[config.mk]
export PLATFORM = sky130hd
export DESIGN_NAME = clock_mode_ctrl
export DESIGN_NICKNAME = d
export VERILOG_FILES = /design/src/rtl/clock_mode_ctrl.sv
export SDC_FILE = /design/constraint.sdc
export NUM_CORES = 1
export LEC_CHECK = 0
export BUFFER_PORTS_ARGS = -buffer_cell sky130_fd_sc_hd__clkbuf_2
export CORE_MARGIN = 8
export CORE_UTILIZATION = 40
export CTS_BUF_LIST = sky130_fd_sc_hd__clkbuf_16
export CTS_CLUSTER_DIAMETER = 100
export CTS_CLUSTER_SIZE = 12
export DETAILED_ROUTE_END_ITERATION = 10
export GPL_TIMING_DRIVEN = 1
export SYNTH_ARGS = -nofsm -noshare
export SYNTH_HDL_FRONTEND = slang
export SYNTH_SLANG_ARGS = --single-unit
[constraint.sdc]
create_clock -name clk -period 2 [get_ports clk]
set_input_delay 0.2 -clock clk [delete_from_list [all_inputs] [get_ports clk]]
set_output_delay 0.2 -clock clk [all_outputs]
set_load 0.02 [all_outputs]
[src/rtl/clock_mode_ctrl.sv]
// Alarm clock sequencer: button mode decode, counter enables and
// the buzzer ring/snooze state machine.
module clock_mode_ctrl #(
    parameter int RING_SECS = 60,
    parameter int SNZ_SECS  = 300,
    parameter int CW        = 9
) (
    input  logic       clk,
    input  logic       rst,
    input  logic       timeset,
    input  logic       alarmset,
    input  logic       minadv,
    input  logic       hrsadv,
    input  logic       alarmon,
    input  logic       snooze,
    input  logic       smax,
    input  logic       mmax,
    input  logic       hmax,
    input  logic       ahmax,
    input  logic       match,
    output logic       ts_en,
    output logic       tm_en,
    output logic       th_en,
    output logic       tpm_en,
    output logic       am_en,
    output logic       ah_en,
    output logic       apm_en,
    output logic       disp_alarm,
    output logic [1:0] mode,
    output logic       buzz
);

    localparam logic [1:0] MODE_RUN  = 2'b00;
    localparam logic [1:0] MODE_TSET = 2'b01;
    localparam logic [1:0] MODE_ASET = 2'b10;

    localparam logic [1:0] BZ_IDLE = 2'b00;
    localparam logic [1:0] BZ_RING = 2'b01;
    localparam logic [1:0] BZ_SNZ  = 2'b10;

    localparam logic [CW-1:0] RING_LD = CW'(RING_SECS - 1);
    localparam logic [CW-1:0] SNZ_LD  = CW'(SNZ_SECS - 1);

    logic [1:0]    r_mode;
    logic [1:0]    w_mode_nxt;
    logic [1:0]    r_bz;
    logic [1:0]    w_bz_nxt;
    logic [CW-1:0] r_cnt;
    logic [CW-1:0] w_cnt_nxt;
    logic          r_match_d;
    logic          w_trig;
    logic          w_run_ok;

    // Mode FSM: state register
    always_ff @(posedge clk) begin
        if (rst) begin
            r_mode <= MODE_RUN;
        end else begin
            r_mode <= w_mode_nxt;
        end
    end

    always_comb begin
        w_mode_nxt = MODE_RUN;
        case (r_mode)
            MODE_RUN: begin
                if (timeset) begin
                    w_mode_nxt = MODE_TSET;
                end else if (alarmset) begin
                    w_mode_nxt = MODE_ASET;
                end else begin
                    w_mode_nxt = MODE_RUN;
                end
            end
            MODE_TSET: w_mode_nxt = timeset ? MODE_TSET : MODE_RUN;
            MODE_ASET: w_mode_nxt = alarmset ? MODE_ASET : MODE_RUN;
            default:   w_mode_nxt = MODE_RUN;
        endcase
    end

    // Counter enables; the clock keeps running while the alarm is set
    always_comb begin
        ts_en  = 1'b1;
        tm_en  = smax;
        th_en  = smax & mmax;
        tpm_en = smax & mmax & hmax;
        am_en  = 1'b0;
        ah_en  = 1'b0;
        apm_en = 1'b0;
        case (r_mode)
            MODE_TSET: begin
                ts_en  = 1'b0;
                tm_en  = minadv;
                th_en  = hrsadv;
                tpm_en = hrsadv & hmax;
            end
            MODE_ASET: begin
                am_en  = minadv;
                ah_en  = hrsadv;
                apm_en = hrsadv & ahmax;
            end
            default: begin
                ts_en = 1'b1;
            end
        endcase
        disp_alarm = (r_mode == MODE_ASET);
        mode       = r_mode;
    end

    assign w_trig   = match & ~r_match_d;
    assign w_run_ok = alarmon & (r_mode == MODE_RUN);

    // Buzzer FSM: state register, down-counter and match edge history
    always_ff @(posedge clk) begin
        if (rst) begin
            r_bz      <= BZ_IDLE;
            r_cnt     <= '0;
            r_match_d <= 1'b0;
        end else begin
            r_bz      <= w_bz_nxt;
            r_cnt     <= w_cnt_nxt;
            r_match_d <= match;
        end
    end

    always_comb begin
        w_bz_nxt  = r_bz;
        w_cnt_nxt = r_cnt;
        case (r_bz)
            BZ_IDLE: begin
                if (w_trig && w_run_ok) begin
                    w_bz_nxt  = BZ_RING;
                    w_cnt_nxt = RING_LD;
                end
            end
            BZ_RING: begin
                if (!w_run_ok) begin
                    w_bz_nxt  = BZ_IDLE;
                    w_cnt_nxt = '0;
                end else if (snooze) begin
                    w_bz_nxt  = BZ_SNZ;
                    w_cnt_nxt = SNZ_LD;
                end else if (r_cnt == '0) begin
                    w_bz_nxt  = BZ_IDLE;
                end else begin
                    w_cnt_nxt = r_cnt - 1'b1;
                end
            end
            BZ_SNZ: begin
                if (!w_run_ok) begin
                    w_bz_nxt  = BZ_IDLE;
                    w_cnt_nxt = '0;
                end else if (r_cnt == '0) begin
                    w_bz_nxt  = BZ_RING;
                    w_cnt_nxt = RING_LD;
                end else begin
                    w_cnt_nxt = r_cnt - 1'b1;
                end
            end
            default: begin
                w_bz_nxt  = BZ_IDLE;
                w_cnt_nxt = '0;
            end
        endcase
    end

    always_comb begin
        buzz = (r_bz == BZ_RING);
    end

endmodule

==> qor.yml, run 1 <==
outcome:
  outcome: "finished clean"
grt:
  grt_max_degree: 23
  grt_pass1_vias: 919
  grt_usage: 0.120
  antenna_found_initial: 0
  grt-ovfl-total: 0
  grt_pass1_wl_mm: 4.24
sta:
  period_minus_slack_ps: 1870
  finalHoldViolations: 0
  skew_ps: 3.59
  relSlewSlack: 0.723
  fmax_mhz: 535
  slew_viol_final: 0
  final.period_utilization: 0.935
  setup_violations: 0
  fin_setup_tns_ps: 0
  rsz0062_at_grt: "false"
  tightest_slew_ps: 416
placed_design:
  io_buffers: 23
  postPlaceCellArea_um2: 1090
  gp_congestion: 0.832
  dpl.hpwl_mm: 1.85
synthesis:
  synth_nets: 125
  synth_cell_types: 48
  netlist_area_um2: 943
  ys_ff_latch: 14
  avgSynthCellArea_um2: 8.50
  synth-seq-area-share: 0.297
  yosysWarningCount: 0
  synth_cells: 111
critical_path:
  crit_start: "r_cnt[0]"
  slowest_delay_ps: 540
  cp_max_fo: 5
  reg2reg_from: "r_cnt[0]"
  end_kind: "register"
  slowest_stage: "or3b_2"
  crit_type: "reg2reg"
  crit_path_cell_trace: "inv_1 > ha_1 > or3b_2 > nor3_4 > nor3_1 > a221o_1"
  cp-start-kind: "register"
  cp.arrival_ps: 2000
  worstPathRequired_ps: 2130
cells_and_area:
  stdcell_area_um2: 1180
  n_antenna_cell: 0
  nNetsFinal: 152
  area_growth_pct: 24.9
  drive_gt1_frac: 0.299
floorplan:
  start_util: 0.426
  num_rows: 17
  coreArea_um2: 2210
  die_h_um: 64.6
  design.die.area_um2: 4170
  num_io_pins: 24
  die_x_um: 64.6
route:
  vias: 915
  detail-route-antenna-nets: 0
  first_iter_violations: 23
  via_per_inst: 5.55
  routedWlPerCell_um: 14.2
  wl_mm: 2.34
  dr.pass1.iters: 4
  drc: 0
clock_tree:
  htreeDepth: 1
  clock_sinks: 14
  clk_pin_slew_worst_paths_ps: 50
  cts.path.max_buffers: 2
  cts_buffers: 3
  cts_tree: "yes"
  root_buffer: "clkbuf_16"
  worstSkewPairLatency_ps: 240
power:
  ir_worst_vdd_uv: 444
  p_leak_nw: 0.505
  power_mw: 0.895
  power.density_nw_per_um2: 759
worst_hold_path:
  hp-start: "match"
  hold_class: "in2reg"
job:
  drv_cap: 0
-- worst max-delay path, delay by kind of cell (launching register included) --
family | cells | cell delay [ps]
AOI/OAI and AO/OA | 1 | 330
and+or+nand+nor | 3 | 820
buffers and inverters | 1 | 80
DFF | 1 | 320
adders and majority gates | 1 | 190
-- per-layer routing --
| metal | GRT usage | part of all wire |
|---|---|---|
| met3 | 0.0395 | 0.077 |
| met5 | 0 | 0 |
| met1 | 0.153 | 0.47 |
| met2 | 0.189 | 0.44 |
| met4 | 0.0327 | 0.0060 |
-- synth_stat cells, drive strengths merged --
library cell	n	area share
a211o	2	0.019
a211oi	1	0.0080
a21boi	1	0.0080
a21o	1	0.0080
a21oi	6	0.032
a221o	1	0.011
a22o	1	0.0093
a22oi	1	0.0080
a2bb2oi	1	0.0093
and2	4	0.027
and3	1	0.0066
buf	1	0.012
clkbuf	3	0.012
dfxtp	14	0.30
ha	1	0.013
inv	8	0.032
maj3	1	0.011
mux2	1	0.012
nand2	6	0.024
nand2b	5	0.033
nand3	2	0.011
nand4	1	0.0066
nand4b	1	0.0093
nor2	2	0.0080
nor2b	8	0.053
nor3	6	0.037
nor3b	3	0.029
nor4	3	0.027
nor4b	2	0.025
o211a	1	0.011
o21a	2	0.016
o21ai	4	0.025
o22ai	1	0.0066
o31ai	2	0.021
o32ai	4	0.037
o41ai	1	0.017
or3	2	0.013
or3b	2	0.019
or4	2	0.020
xor2	2	0.019
-- logic make-up (layout without fill, tap and decap cells) --
kind of cell / count (synthesis) / count (layout) / synth area share
multiplexers: 1 / 1 / 0.0119
XOR/XNOR: 2 / 2 / 0.0186
AO/OA/AOI/OAI: 30 / 30 / 0.245
AND/OR/NAND/NOR: 50 / 50 / 0.347
flip-flops: 14 / 14 / 0.297
adder cells (fa/ha/maj): 2 / 2 / 0.0239
buffers and inverters: 12 / 38 / 0.0557
-- power by group --
| part | leakage [nW] | internal [mW] | switching, mW |
|---|---|---|---|
| Sequential | 0.114 | 0.294 | 0.0196 |
| Combinational | 0.353 | 0.0936 | 0.113 |
| Clock | 0.0385 | 0.264 | 0.110 |
| Total | 0.505 | 0.652 | 0.243 |
-- repair_timing --
action | in CTS | in global routing
endpoints found under the setup margin | 0 | 1
buffers inserted | 0 | 0
hold buffers | 0 | 0
resized for setup | 0 | 1
-- state kept, by name, summed over array words and instances (netlist names) --
name / cells
r_match_d: 1
r_bz: 2
r_cnt: 9
mode: 2
-- cell type report --
type                            count  area, um2
Inverter                            8       30.0
Clock buffer                        3       75.1
Fill cell                         213       1030
Sequential cell                    14        280
Multi-Input combinational cell     85        617
Tap cell                           28       35.0
Timing Repair Buffer               26        138
Clock inverter                      1       3.75
-- through the flow --
step | util | instances | hold slack, ps | setup WS (ps)
after floorplan | - | 111 | 328 | 165
after global placement | 0.494 | 161 | 437 | 159
after detailed placement | 0.494 | 161 | 451 | 109
after CTS | 0.530 | 165 | 204 | 101
after global routing | 0.533 | 165 | 215 | 9.77
final | 0.533 | 165 | 196 | 130
-- worst paths after layout --
path,slack [ps],cells past startpoint,endpoint
max,130,6,r_cnt[2]
min,200,2,r_match_d
max reg2reg,130,6,r_cnt[2]
min reg2reg,510,1,mode[1]
-- layout by cell type (no fill, tap or decap), types with 2 or more instances in the layout --
cell type | synthesis | layout
a211o_1 | 2 | 2
a21oi_1 | 6 | 6
and2_1 | 4 | 4
buf_4 | 0 | 3
clkbuf_16 | 0 | 3
clkbuf_2 | 0 | 23
dfxtp_1 | 14 | 14
inv_1 | 7 | 7
nand2_1 | 6 | 6
nand2b_1 | 5 | 5
nand3_1 | 2 | 2
nor2_1 | 2 | 2
nor2b_1 | 8 | 8
nor3_1 | 5 | 5
nor3b_1 | 2 | 2
nor4_1 | 2 | 2
o21a_1 | 2 | 2
o21ai_0 | 3 | 3
o32ai_1 | 4 | 4
or3_1 | 2 | 2
or3b_2 | 2 | 2
xor2_1 | 2 | 2
(Power assumes the default switching activity.)
==> run 2, diff against run 1 <==
BUFFER_PORTS_ARGS = not set   (was -buffer_cell sky130_fd_sc_hd__clkbuf_2)
DONT_BUFFER_PORTS = 1   (was not set)
==> run 2 against run 1 <==
Effect of this change: via count fell by 7.3%; flip-flop and latch count did not move; total power fell by 2.8%; largest cell class unchanged; critical endpoint unchanged; first-iteration DRC count fell by 17%; highest routed layer is now met3; hold slack got worse by 160 ps.
==> qor.yml, run 2 (synthesis results as in run 1) <==
clock_tree:
  clk_pin_slew_worst_paths_ps: 50  # about the same
  cts_tree: "yes"  # unchanged
  cts.path.max_buffers: 2  # unchanged
  hold_buffers: 0  # unchanged
  root_buffer: "clkbuf_16"  # unchanged
  clock_sinks: 14  # unchanged
  htreeDepth: 1  # unchanged
  worstSkewPairLatency_ps: 240  # about the same
  cts_buffers: 3  # unchanged
critical_path:
  reg2reg_depth: 6  # unchanged
  cp_top_family: "simple AND/OR/NAND/NOR gates"  # unchanged
  crit_type: "reg2reg"  # unchanged
  crit_start: "r_cnt[0]"  # unchanged
  slowest_delay_ps: 430  # was 540 ps
  end_kind: "register"  # unchanged
  cp.arrival_ps: 1890  # was 2000 ps
  critPathBufInv: 1  # unchanged
  slowest_stage: "or3b_4"  # was or3b_2
  cp_max_fo: 5  # unchanged
  rrSetupSlack_ps: 230  # was 130 ps
  cp-start-kind: "register"  # unchanged
  timing.rr.end: "r_cnt[2]"  # unchanged
  reg2reg_from: "r_cnt[0]"  # unchanged
  worstPathRequired_ps: 2130  # about the same
  crit_path_cell_trace: "inv_1 > ha_1 > or3b_4 > nor3_2 > nor3_1 > a221o_1"  # was inv_1 > ha_1 > or3b_2 > nor3_4 > nor3_1 > a221o_1
grt:
  grt-ovfl-total: 0  # unchanged
  grt.busiest_layer: "met2"  # unchanged
  use_met3: 0.0533  # was 0.0395
  grt_pass1_vias: 799  # was 919
  grt_usage: 0.107  # was 0.120
  grt_pass1_wl_mm: 3.73  # was 4.24 mm
  grtUsageMet1: 0.124  # was 0.153
  grt_max_degree: 23  # unchanged
  use_met2: 0.178  # was 0.189
  antenna_found_initial: 0  # unchanged
worst_hold_path:
  hold_class: "in2reg"  # unchanged
  hp-start: "rst"  # was match
  holdPathEnd: "mode[0]"  # was r_match_d
  worstHoldPathCells: 1  # was 2
route:
  dr.pass1.iters: 4  # unchanged
  wl_mm: 2.22  # was 2.34 mm
  detail-route-antenna-nets: 0  # unchanged
  routedWlPerCell_um: 15.1  # was 14.2 um
  first_iter_violations: 19  # was 23
  vias: 848  # was 915
  via_per_inst: 5.77  # was 5.55
  drc: 0  # unchanged
sta:
  finalHoldViolations: 0  # unchanged
  slew_viol_final: 0  # unchanged
  fin_setup_tns_ps: 0  # unchanged
  fmax_mhz: 566  # was 535 MHz
  tightest_slew_ps: 350  # was 416 ps
  relSlewSlack: 0.765  # was 0.723
  period_minus_slack_ps: 1770  # was 1870 ps
  setup_violations: 0  # unchanged
  skew_ps: 1.48  # was 3.59 ps
  rsz0062_at_grt: "false"  # unchanged
  final.period_utilization: 0.883  # was 0.935
job:
  drv_cap: 0  # unchanged
placed_design:
  dpl.hpwl_mm: 1.77  # was 1.85 mm
  gp_congestion: 0.909  # was 0.832
  dp.cells: 143  # was 161
  io_buffers: 0  # was 23
cells_and_area:
  final_cell_mix: "dfxtp_1, nor2b_1, buf_4, inv_1"  # was clkbuf_2, dfxtp_1, nor2b_1, inv_1
  layout_commonest_cell: "dfxtp_1"  # was clkbuf_2
  nFillCells: 217  # was 213
  area_growth_pct: 16.3  # was 24.9%
  largest_reg_flops: 9  # unchanged
  n_antenna_cell: 0  # unchanged
  top_register: "r_cnt"  # unchanged
  stdcell_count: 147  # was 165
  drive_gt1_frac: 0.193  # was 0.299
  nNetsFinal: 134  # was 152
power:
  power.density_nw_per_um2: 793  # was 759 nW/um2
  p_leak_nw: 0.433  # was 0.505 nW
  ir_worst_vdd_uv: 736  # was 444 uV
floorplan:
  start_util: 0.426  # unchanged
  num_rows: 17  # unchanged
  coreArea_um2: 2210  # unchanged
  die_x_um: 64.6  # unchanged
  num_io_pins: 24  # unchanged
  die_h_um: 64.6  # unchanged
  design.die.area_um2: 4170  # unchanged
outcome:
  outcome: "finished clean"  # unchanged
-- run 2: cell types whose count changed in the layout (fill, tap and decap cells not counted), sizes merged --
cell    delta
clkbuf    -23
buf        +5
-- run 2: layer usage --
metal  vias up  part of all wire
li1        425                 -
met1       398              0.45
met2        25              0.46
met3         0             0.089
met4         0                 0
met5         -                 0
-- run 2: cell type report --
type / instances / area [um2] / area share
tap: 28 / 35.0 / 0.0319
clock inverter: 1 / 3.75 / 0.00342
inverter: 8 / 30.0 / 0.0274
timing repair buffer: 8 / 60.1 / 0.0547
clock buffer: 3 / 75.1 / 0.0684
multi-input combinational: 85 / 613 / 0.559
sequential: 14 / 280 / 0.255
-- run 2: worst max-delay path by stage --
stage                     to  slack, ps  cells after the start
global route        r_cnt[2]        100                      6
CTS                 r_cnt[2]        130                      6
global placement    r_cnt[2]        170                      6
floorplan           r_cnt[2]        170                      7
detailed placement  r_cnt[2]        130                      6
finish              r_cnt[2]        230                      6
-- run 2: what timing repair did --
item                       CTS  global route
setup endpoints to repair    0             2
gates resized for setup      0             1
buffers inserted             0             0
-- run 2: power by group --
group	internal, mW	total (mW)	switching [mW]
combinational	0.0863	0.186	0.0994
clock	0.264	0.371	0.108
sequential	0.294	0.313	0.0183
-- run 2: through the flow --
stage	setup slack [ps]	cell area (um2)	utilization	power, mW	hold WS, ps
after global placement	174	1020	0.459	0.498	276
final	233	1100	0.496	0.870	32.6
after global routing	96.8	1100	0.496	0.920	22.4
after floorplan	165	943	-	0.467	328
after detailed placement	129	1020	0.459	0.500	276
after CTS	129	1090	0.495	0.875	25.2
==> run 3, diff against run 2 <==
CTS_CLUSTER_DIAMETER = 120   (was 100)
REMOVE_ABC_BUFFERS = 1   (was not set)
==> run 3 against run 2 <==
Effect of this change: clock power grew 3%; critical path depth is the same; sequential share of layout area shrank 0.17 points; highest routed layer is now met4; combinational power grew 3%; sequential power is essentially flat.
==> qor.yml, run 3 (synthesis results as in run 1) <==
grt:
  grt_max_degree: 23  # unchanged
  grt-ovfl-total: 0  # unchanged
  grt_pass1_vias: 858  # was 799
  grt_pass1_wl_mm: 3.75  # was 3.73 mm
  antenna_found_initial: 0  # unchanged
  grt_usage: 0.108  # was 0.107
critical_path:
  cp_max_fo: 5  # unchanged
  cp_top_family: "simple AND/OR/NAND/NOR gates"  # unchanged
  cp-start-kind: "register"  # unchanged
  critPathBufInv: 1  # unchanged
  end_kind: "register"  # unchanged
  crit_path_cell_trace: "inv_1 > ha_1 > nor4b_4 > nand4_1 > and2_1 > o32ai_1"  # was inv_1 > ha_1 > or3b_4 > nor3_2 > nor3_1 > a221o_1
  cp.arrival_ps: 1980  # was 1890 ps
  worstPathRequired_ps: 2160  # was 2130 ps
  slowest_stage: "dfxtp_1"  # was or3b_4
  rrSetupSlack_ps: 180  # was 230 ps
  crit_type: "reg2reg"  # unchanged
  slowest_delay_ps: 330  # was 430 ps
clock_tree:
  htreeDepth: 1  # unchanged
  post_cts_buffers: 0  # unchanged
  cts.path.max_buffers: 2  # unchanged
  cts_tree: "yes"  # unchanged
  root_buffer: "clkbuf_16"  # unchanged
  hold_buffers: 0  # unchanged
  clock_sinks: 14  # unchanged
  cts_buffers: 3  # unchanged
  worstSkewPairLatency_ps: 240  # about the same
  clk_pin_slew_worst_paths_ps: 50  # about the same
  cts_resized: 0  # unchanged
floorplan:
  num_io_pins: 24  # unchanged
  coreArea_um2: 2210  # unchanged
  start_util: 0.426  # unchanged
  die_h_um: 64.6  # unchanged
  num_rows: 17  # unchanged
  design.die.area_um2: 4170  # unchanged
  die_x_um: 64.6  # unchanged
sta:
  worst_slack_ps: 175  # was 233 ps
  period_minus_slack_ps: 1820  # was 1770 ps
  holdWs_ps: 28.4  # was 32.6 ps
  setup_violations: 0  # unchanged
  final.period_utilization: 0.912  # was 0.883
  finalHoldViolations: 0  # unchanged
  relSlewSlack: 0.759  # was 0.765
  slew_viol_final: 0  # unchanged
  fmax_mhz: 548  # was 566 MHz
  fin_setup_tns_ps: 0  # unchanged
  skew_ps: 2.84  # was 1.48 ps
  tightest_slew_ps: 358  # was 350 ps
  rsz0062_at_grt: "false"  # unchanged
cells_and_area:
  final_util: 0.499  # was 0.496
  n_antenna_cell: 0  # unchanged
  nFillCells: 213  # was 217
  layout_commonest_cell: "dfxtp_1"  # unchanged
  largest_reg_flops: 9  # unchanged
  area_growth_pct: 17.1  # was 16.3%
  final_cell_mix: "dfxtp_1, nor2b_1, inv_1, buf_4"  # was dfxtp_1, nor2b_1, buf_4, inv_1
  nNetsFinal: 133  # was 134
  top_register: "r_cnt"  # unchanged
  drive_gt1_frac: 0.186  # was 0.193
  stdcell_area_um2: 1100  # about the same
  stdcell_count: 146  # was 147
route:
  vias: 904  # was 848
  routedWlPerCell_um: 16.0  # was 15.1 um
  drc: 0  # unchanged
  wl_mm: 2.33  # was 2.22 mm
  detail-route-antenna-nets: 0  # unchanged
  first_iter_violations: 18  # was 19
  dr.pass1.iters: 4  # unchanged
  via_per_inst: 6.19  # was 5.77
placed_design:
  gp_congestion: 0.874  # was 0.909
  io_buffers: 0  # unchanged
  dp_slack_ps: 80.3  # was 129 ps
  dp.cells: 142  # was 143
  dpl.hpwl_mm: 1.75  # was 1.77 mm
  postPlaceCellArea_um2: 1010  # was 1020 um2
power:
  power_mw: 0.887  # was 0.870 mW
  ir_worst_vdd_uv: 598  # was 736 uV
  p_leak_nw: 0.438  # was 0.433 nW
  power.density_nw_per_um2: 803  # was 793 nW/um2
worst_hold_path:
  hold_class: "in2reg"  # unchanged
outcome:
  outcome: "finished clean"  # unchanged
job:
  drv_cap: 0  # unchanged
==> run 3: layer usage <==
layer  wire [um]  global-route usage
met3         299              0.0636
met1         931               0.114
met2        1060               0.178
met4          43              0.0327
met5           0                   0
==> run 3: path summary, 6_finish.rpt <==
kind	from	to	cells past startpoint
setup / recovery	r_cnt[0]	r_cnt[5]	6
hold reg to reg	r_cnt[0]	r_cnt[0]	2
hold / removal	rst	r_match_d	1
setup reg to reg	r_cnt[0]	r_cnt[5]	6
==> run 3: final cells by class <==
class	count	area [um2]	share of cell area
clock inverter	1	3.75	0.00340
clock buffer	3	75.1	0.0680
multi-input combinational	85	628	0.569
tap	28	35.0	0.0317
inverter	8	30.0	0.0272
timing repair buffer	7	52.6	0.0476
sequential	14	280	0.254
==> run 3: power breakdown <==
| part | internal, mW | switching, mW |
|---|---|---|
| clock network | 0.265 | 0.118 |
| registers | 0.294 | 0.0199 |
| logic | 0.0878 | 0.103 |
| total | 0.647 | 0.241 |
